<file path="src/rtl/memory.sv">
// ---------------------------------------------------------------------------
// memory
//   Single-port synchronous RAM (WIDTH x DEPTH) behind a valid/ready request
//   handshake. One request per cycle: a write (wr_rd=1) or a read (wr_rd=0).
//   A request is accepted on a rising clock edge when valid and ready are both
//   high. Reads have one cycle of latency, and rdata holds its value until the
//   next accepted read. The storage array is named `mem` so that a testbench
//   can load or dump it directly.
//
// Ports
//   clk    in   1           clock; all state updates on the rising edge
//   rst    in   1           asynchronous reset, active low (0 = in reset)
//   wr_rd  in   1           request type: 1 = write, 0 = read
//   addr   in   ADDR_WIDTH  word address
//   wdata  in   WIDTH       write data
//   valid  in   1           request valid
//   ready  out  1           request can be accepted this cycle
//   rdata  out  WIDTH       registered read data
// ---------------------------------------------------------------------------
module memory #(
   parameter int WIDTH      = 8,
   parameter int DEPTH      = 16,
   parameter int ADDR_WIDTH = $clog2(DEPTH)
) (
   input  logic                  clk,
   input  logic                  rst,
   input  logic                  wr_rd,
   input  logic [ADDR_WIDTH-1:0] addr,
   input  logic [WIDTH-1:0]      wdata,
   input  logic                  valid,
   output logic                  ready,
   output logic [WIDTH-1:0]      rdata
);

   logic [WIDTH-1:0] mem [0:DEPTH-1];

   logic accept;
   logic in_range;

   assign accept = valid & ready;

   // A power-of-two depth covers the whole address space, so every address
   // is valid. Otherwise, addresses past the last word are treated as holes:
   // writes to them are dropped and reads from them return zero.
   generate
      if (DEPTH == (1 << ADDR_WIDTH)) begin : g_full_range
         assign in_range = 1'b1;
      end else begin : g_partial_range
         localparam logic [ADDR_WIDTH:0] DEPTH_W = (ADDR_WIDTH + 1)'(DEPTH);
         assign in_range = ({1'b0, addr} < DEPTH_W);
      end
   endgenerate

   // ready rises on the first edge after reset is released and then stays
   // high. There is no back-pressure.
   always_ff @(posedge clk or negedge rst) begin
      if (!rst) begin
         ready <= 1'b0;
      end else begin
         ready <= 1'b1;
      end
   end

   // Registered read port. It updates only on an accepted read.
   always_ff @(posedge clk or negedge rst) begin
      if (!rst) begin
         rdata <= '0;
      end else if (accept && !wr_rd) begin
         rdata <= in_range ? mem[addr] : '0;
      end
   end

   // Storage. Reset clears every word. A reset that arrives before the edge
   // of an in-flight write wins, so the write never lands.
   always_ff @(posedge clk or negedge rst) begin
      if (!rst) begin
         for (int i = 0; i < DEPTH; i++) begin
            mem[i] <= '0;
         end
      end else if (accept && wr_rd && in_range) begin
         mem[addr] <= wdata;
      end
   end

endmodule

</file>
<file path="config.mk">
export PLATFORM = sky130hd
export DESIGN_NAME = memory
export DESIGN_NICKNAME = d
export VERILOG_FILES = /design/src/rtl/memory.sv
export SDC_FILE = /design/constraint.sdc
export NUM_CORES = 1
export LEC_CHECK = 0
export CAP_MARGIN = 20
export CORE_ASPECT_RATIO = 1.1
export CORE_MARGIN = 2
export CORE_UTILIZATION = 25
export CTS_CLUSTER_DIAMETER = 80
export DETAILED_ROUTE_END_ITERATION = 12
export PLACE_DENSITY_LB_ADDON = 0.05
export SETUP_SLACK_MARGIN = 0.3
export SYNTH_ARGS = -nofsm -noshare
export SYNTH_HDL_FRONTEND = slang
export SYNTH_SLANG_ARGS = --single-unit
</file>
<file path="constraint.sdc">
create_clock -name clk -period 2.9 [get_ports clk]
set_input_delay 0.29 -clock clk [delete_from_list [all_inputs] [get_ports clk]]
set_output_delay 0.29 -clock clk [all_outputs]
set_load 0.005 [all_outputs]
</file>
==> summary by stage <==
Setup path
STA classifies the critical path endpoint as a register. The type of origin of the critical path is a register. The end of the worst register-to-register path is mem[124].

The depth of the most critical reg-to-reg path is 4. Walking the worst path, the cells encountered are nand3_1 -> or3_1 -> nor3_4 -> mux2_2. The library cell contributing the largest single delay on the critical path is or3_1. Data on the critical path arrives at its endpoint at 2310 ps. The data required time of the worst path is 3200 ps. Along the worst path, the maximum fanout reaches 8. The worst register-to-register path begins at ready. The longest individual stage delay on the worst path is approximately 510 ps. The setup slack of the worst register-to-register path is 900 ps.

The critical path is of the reg2reg type.

Synth
The most frequent cell after synthesis is dfrtp_1. The most used flip-flop cell after synthesis is dfrtp_1. The fraction of registers with async set or reset after synthesis is between 90% and 100%. The number of flip-flops and latches in the synthesized netlist is 137. The post-synthesis area per instance is around 15 µm². Sorting the synthesized cells by area gives the leading types as dfrtp_1 (54%), mux2_2 (23%), mux4_2 (6.4%). The commonest cells after synthesis are dfrtp_1 (137), mux2_2 (127), mux2i_1 (34). Summing the sequential cell areas from Yosys gives 54.37% of the chip area. The post-synth net total is 435. The top-area cell type share of the netlist area is 54.37%.

Of all cell types, the one taking the most synthesized area is dfrtp_1. After synthesis, the netlist uses 34 different library cells. The netlist area before placement is 6306 µm². The synthesized instance count is 419.

Yosys mapped a number of flops with a built-in enable equal to 0. During synthesis, Yosys emitted a total of 0 warnings.

Routing
The per-cell via count in the routed design is 4.582. Summing over every cut layer, the via total after detailed routing is 3551. The first-pass iteration count of the detailed router is 4. Dividing the detail-routed wire length by the instance count gives 21.32 µm. The first routing iteration left 130 violations. The number of design rule violations left after detail routing is 0. The routed wire length is 16530 µm. The remaining antenna violation count after routing is 0.

Cells and area
The share of layout cells above drive strength 1 is 46.45%. The antenna diode count is 0. From synthesis to final layout, the design area changed by 19.44%.

The sequential cells in the finished layout cover a total of about 3400 µm². At the end of the flow the core is filled with cells to 30.59%. After filler insertion, the fill cell instance count of the layout stands at 2470.

The combined area of the multi-input logic cells is 2725 µm². In the final design database the tool counted 469 nets.

Timing
The actual transition at the worst max-transition pin is 741.8 ps. The number of hold violations in the final report is 0. The final number of max-transition violations is 0. Setup repair after global routing left no endpoint under its margin. In the final timing run, aggregate negative setup slack is 0 ps. The final clock skew is 7.026 ps. The highest clock rate is around 0.5 GHz. Measured against its own limit, the worst slew margin works out to just over 50%.

In the finished design, the share of the clock period the worst path needs comes to 69.10%. Setup violations remaining at the end of the flow were counted as 0. The minimum clock period after layout is 2004 ps.

CTS
The total clock buffers created by CTS is 17. No sink is reached through more buffers than the 2 on the longest clock path. The total number of H-tree levels is 4. The number of clock sinks seen by CTS is 137.

The clock tree from TritonCTS is built. After clock tree synthesis, the clock-pin slew on the worst setup and hold paths is approximately 60 ps. The buffer cell driving the clock tree root is clkbuf_16. The clock network latency to the later pin of the worst-skew pair is about 420 ps.

Place
The final weighted congestion in routability-driven placement is 0.6611. Detailed placement finished with a half-perimeter wire length of 10560 µm. In this run the tool buffered the top-level ports with 24 buffer cells.

Job
Across the run, the number of max-cap violations was 0.

Power and ir drop
For this design the total switching power over the nets is 1233 µW. The share of total power dissipated in sequential elements is 43.4%. Summed over all cells, the static leakage comes to 0.003389 µW. Cell internal power was estimated by the tool at 4042 µW. The switching portion of total power is 23.37%. VDD sags by at most 0.3028 mV. Power spread over the standard cell area amounts to 700.2 nW/µm². The logic gate share of total power is 11.8%. Per report_power, the clock group accounts for 44.8% of the total.

Global routing
Global routing used under 10% of the available met3 tracks. After global routing, the most crowded layer is met2. The wire length of the first global-routing pass is 25590 µm.

Global routing consumed, on the met2 layer, 23.49% of the routing resources. Entering global routing, the biggest net connects 70 pins. The initial antenna violation count is 0. The combined global-route utilization of all metal layers is 13.54%. In the global route stage, met1 resource usage came out at 16.90%.

The aggregate global routing overflow is 0. The via count of the first global-routing pass is 3945.

Status
The flow ran to the end, and the final reports show no timing, DRC or antenna violations.

Floorplan
The effective utilization at floorplan is 25.61%. The number of placement rows is 60. The die extent in y is 170.6 µm.

The total I/O pin count is 25. The die covers 26510 µm². The core region is 24620 µm². The floorplan step set the die width to 155.4 µm.

Worst hold path
The min-delay analysis places its worst path in the category in2async.
[sequential cells by signal (all words and copies together), names as in the netlist]
| register | cells |
|---|---|
| ready | 1 |
| mem | 128 |
| rdata | 8 |
[how the worst max path moves through the flow]
| stage | from | endpoint | slack [ps] | cells after the start |
|---|---|---|---|---|
| floorplan | addr[0] | mem[120] | 1210 | 5 |
| finish | ready | mem[124] | 900 | 4 |
| global placement | valid | mem[125] | 470 | 5 |
| detailed placement | wr_rd | mem[124] | 480 | 5 |
| CTS | ready | mem[124] | 880 | 4 |
| global route | ready | mem[121] | 780 | 4 |
[cell type report]
class / instances / share of cell area [%]
clock buffers: 18 / 5.698
clock inverters: 13 / 2.691
multi-input cells: 258 / 36.18
flip-flops and latches: 137 / 45.52
well taps: 310 / 5.150
repair buffers: 39 / 4.767
[what timing repair did]
action,4_1_cts,5_1_grt
resized for setup,0,0
hold buffers,1,0
hold endpoints to repair,66,0
setup buffers,0,0
[per-stage QoR]
step                setup slack [ps]  hold slack, ps  instances  instance area [µm²]  total power (µW)
global placement               469.9           364.0        743                 6890              2944
floorplan                       1209          -5.591        419                 6306              2713
detailed placement             481.4           369.7        743                 6890              2964
CTS                            879.1           478.8        775                 7532              5359
global route                   779.2           508.2        775                 7532              5535
finish                         896.1           460.0        775                 7532              5274
[power groups by stage]
stage / Sequential, µW / Combinational (µW) / Clock (µW)
CTS: 2290 / 639 / 2430
floorplan: 2280 / 430 / 0
detailed placement: 2330 / 638 / 0
global route: 2320 / 688 / 2520
global placement: 2320 / 625 / 0
finish: 2290 / 622 / 2360
[metal layers]
layer	up-vias	part of all wire [%]
met3	12	2.3
li1	1616	-
met2	38	51
met5	-	0
met4	0	1.2
met1	1885	45
[cells in the final DEF (no fill, tap or decap), types with 2 or more instances in the layout]
cell type and count:
a31oi_1 5, and3_1 2, buf_2 2, buf_4 13, bufinv_16 5, clkbuf_16 17
clkdlybuf4s50_1 21, clkinv_2 4, clkinv_4 2, clkinvlp_4 2, dfrtp_1 137, mux2_2 127
mux2i_1 34, mux4_2 18, nand2_1 2, nand2_2 6, nand2b_1 2, nand3_1 2
nand3_2 2, nand3b_1 2, nor2_1 15, nor2_2 3, nor2_4 3, nor2b_1 5
nor3_4 2, o221ai_1 3, o22ai_1 10, o32a_1 3, or2_2 5
[worst max-delay path: cells and delay by family, from the launching register on]
family,cells,cell delay (ps)
AND/OR/NAND/NOR,3,1100
multiplexers,1,400
flip-flops,1,380
[cell families after synthesis]
group | after synthesis | synth area share (%)
buffers and inverters | 24 | 2.421
DFF | 137 | 54.37
AOI/OAI and AO/OA | 21 | 2.381
other | 1 | 0.05947
muxes | 181 | 35.10
and+or+nand+nor | 55 | 5.675
(Power assumes the default switching activity.)
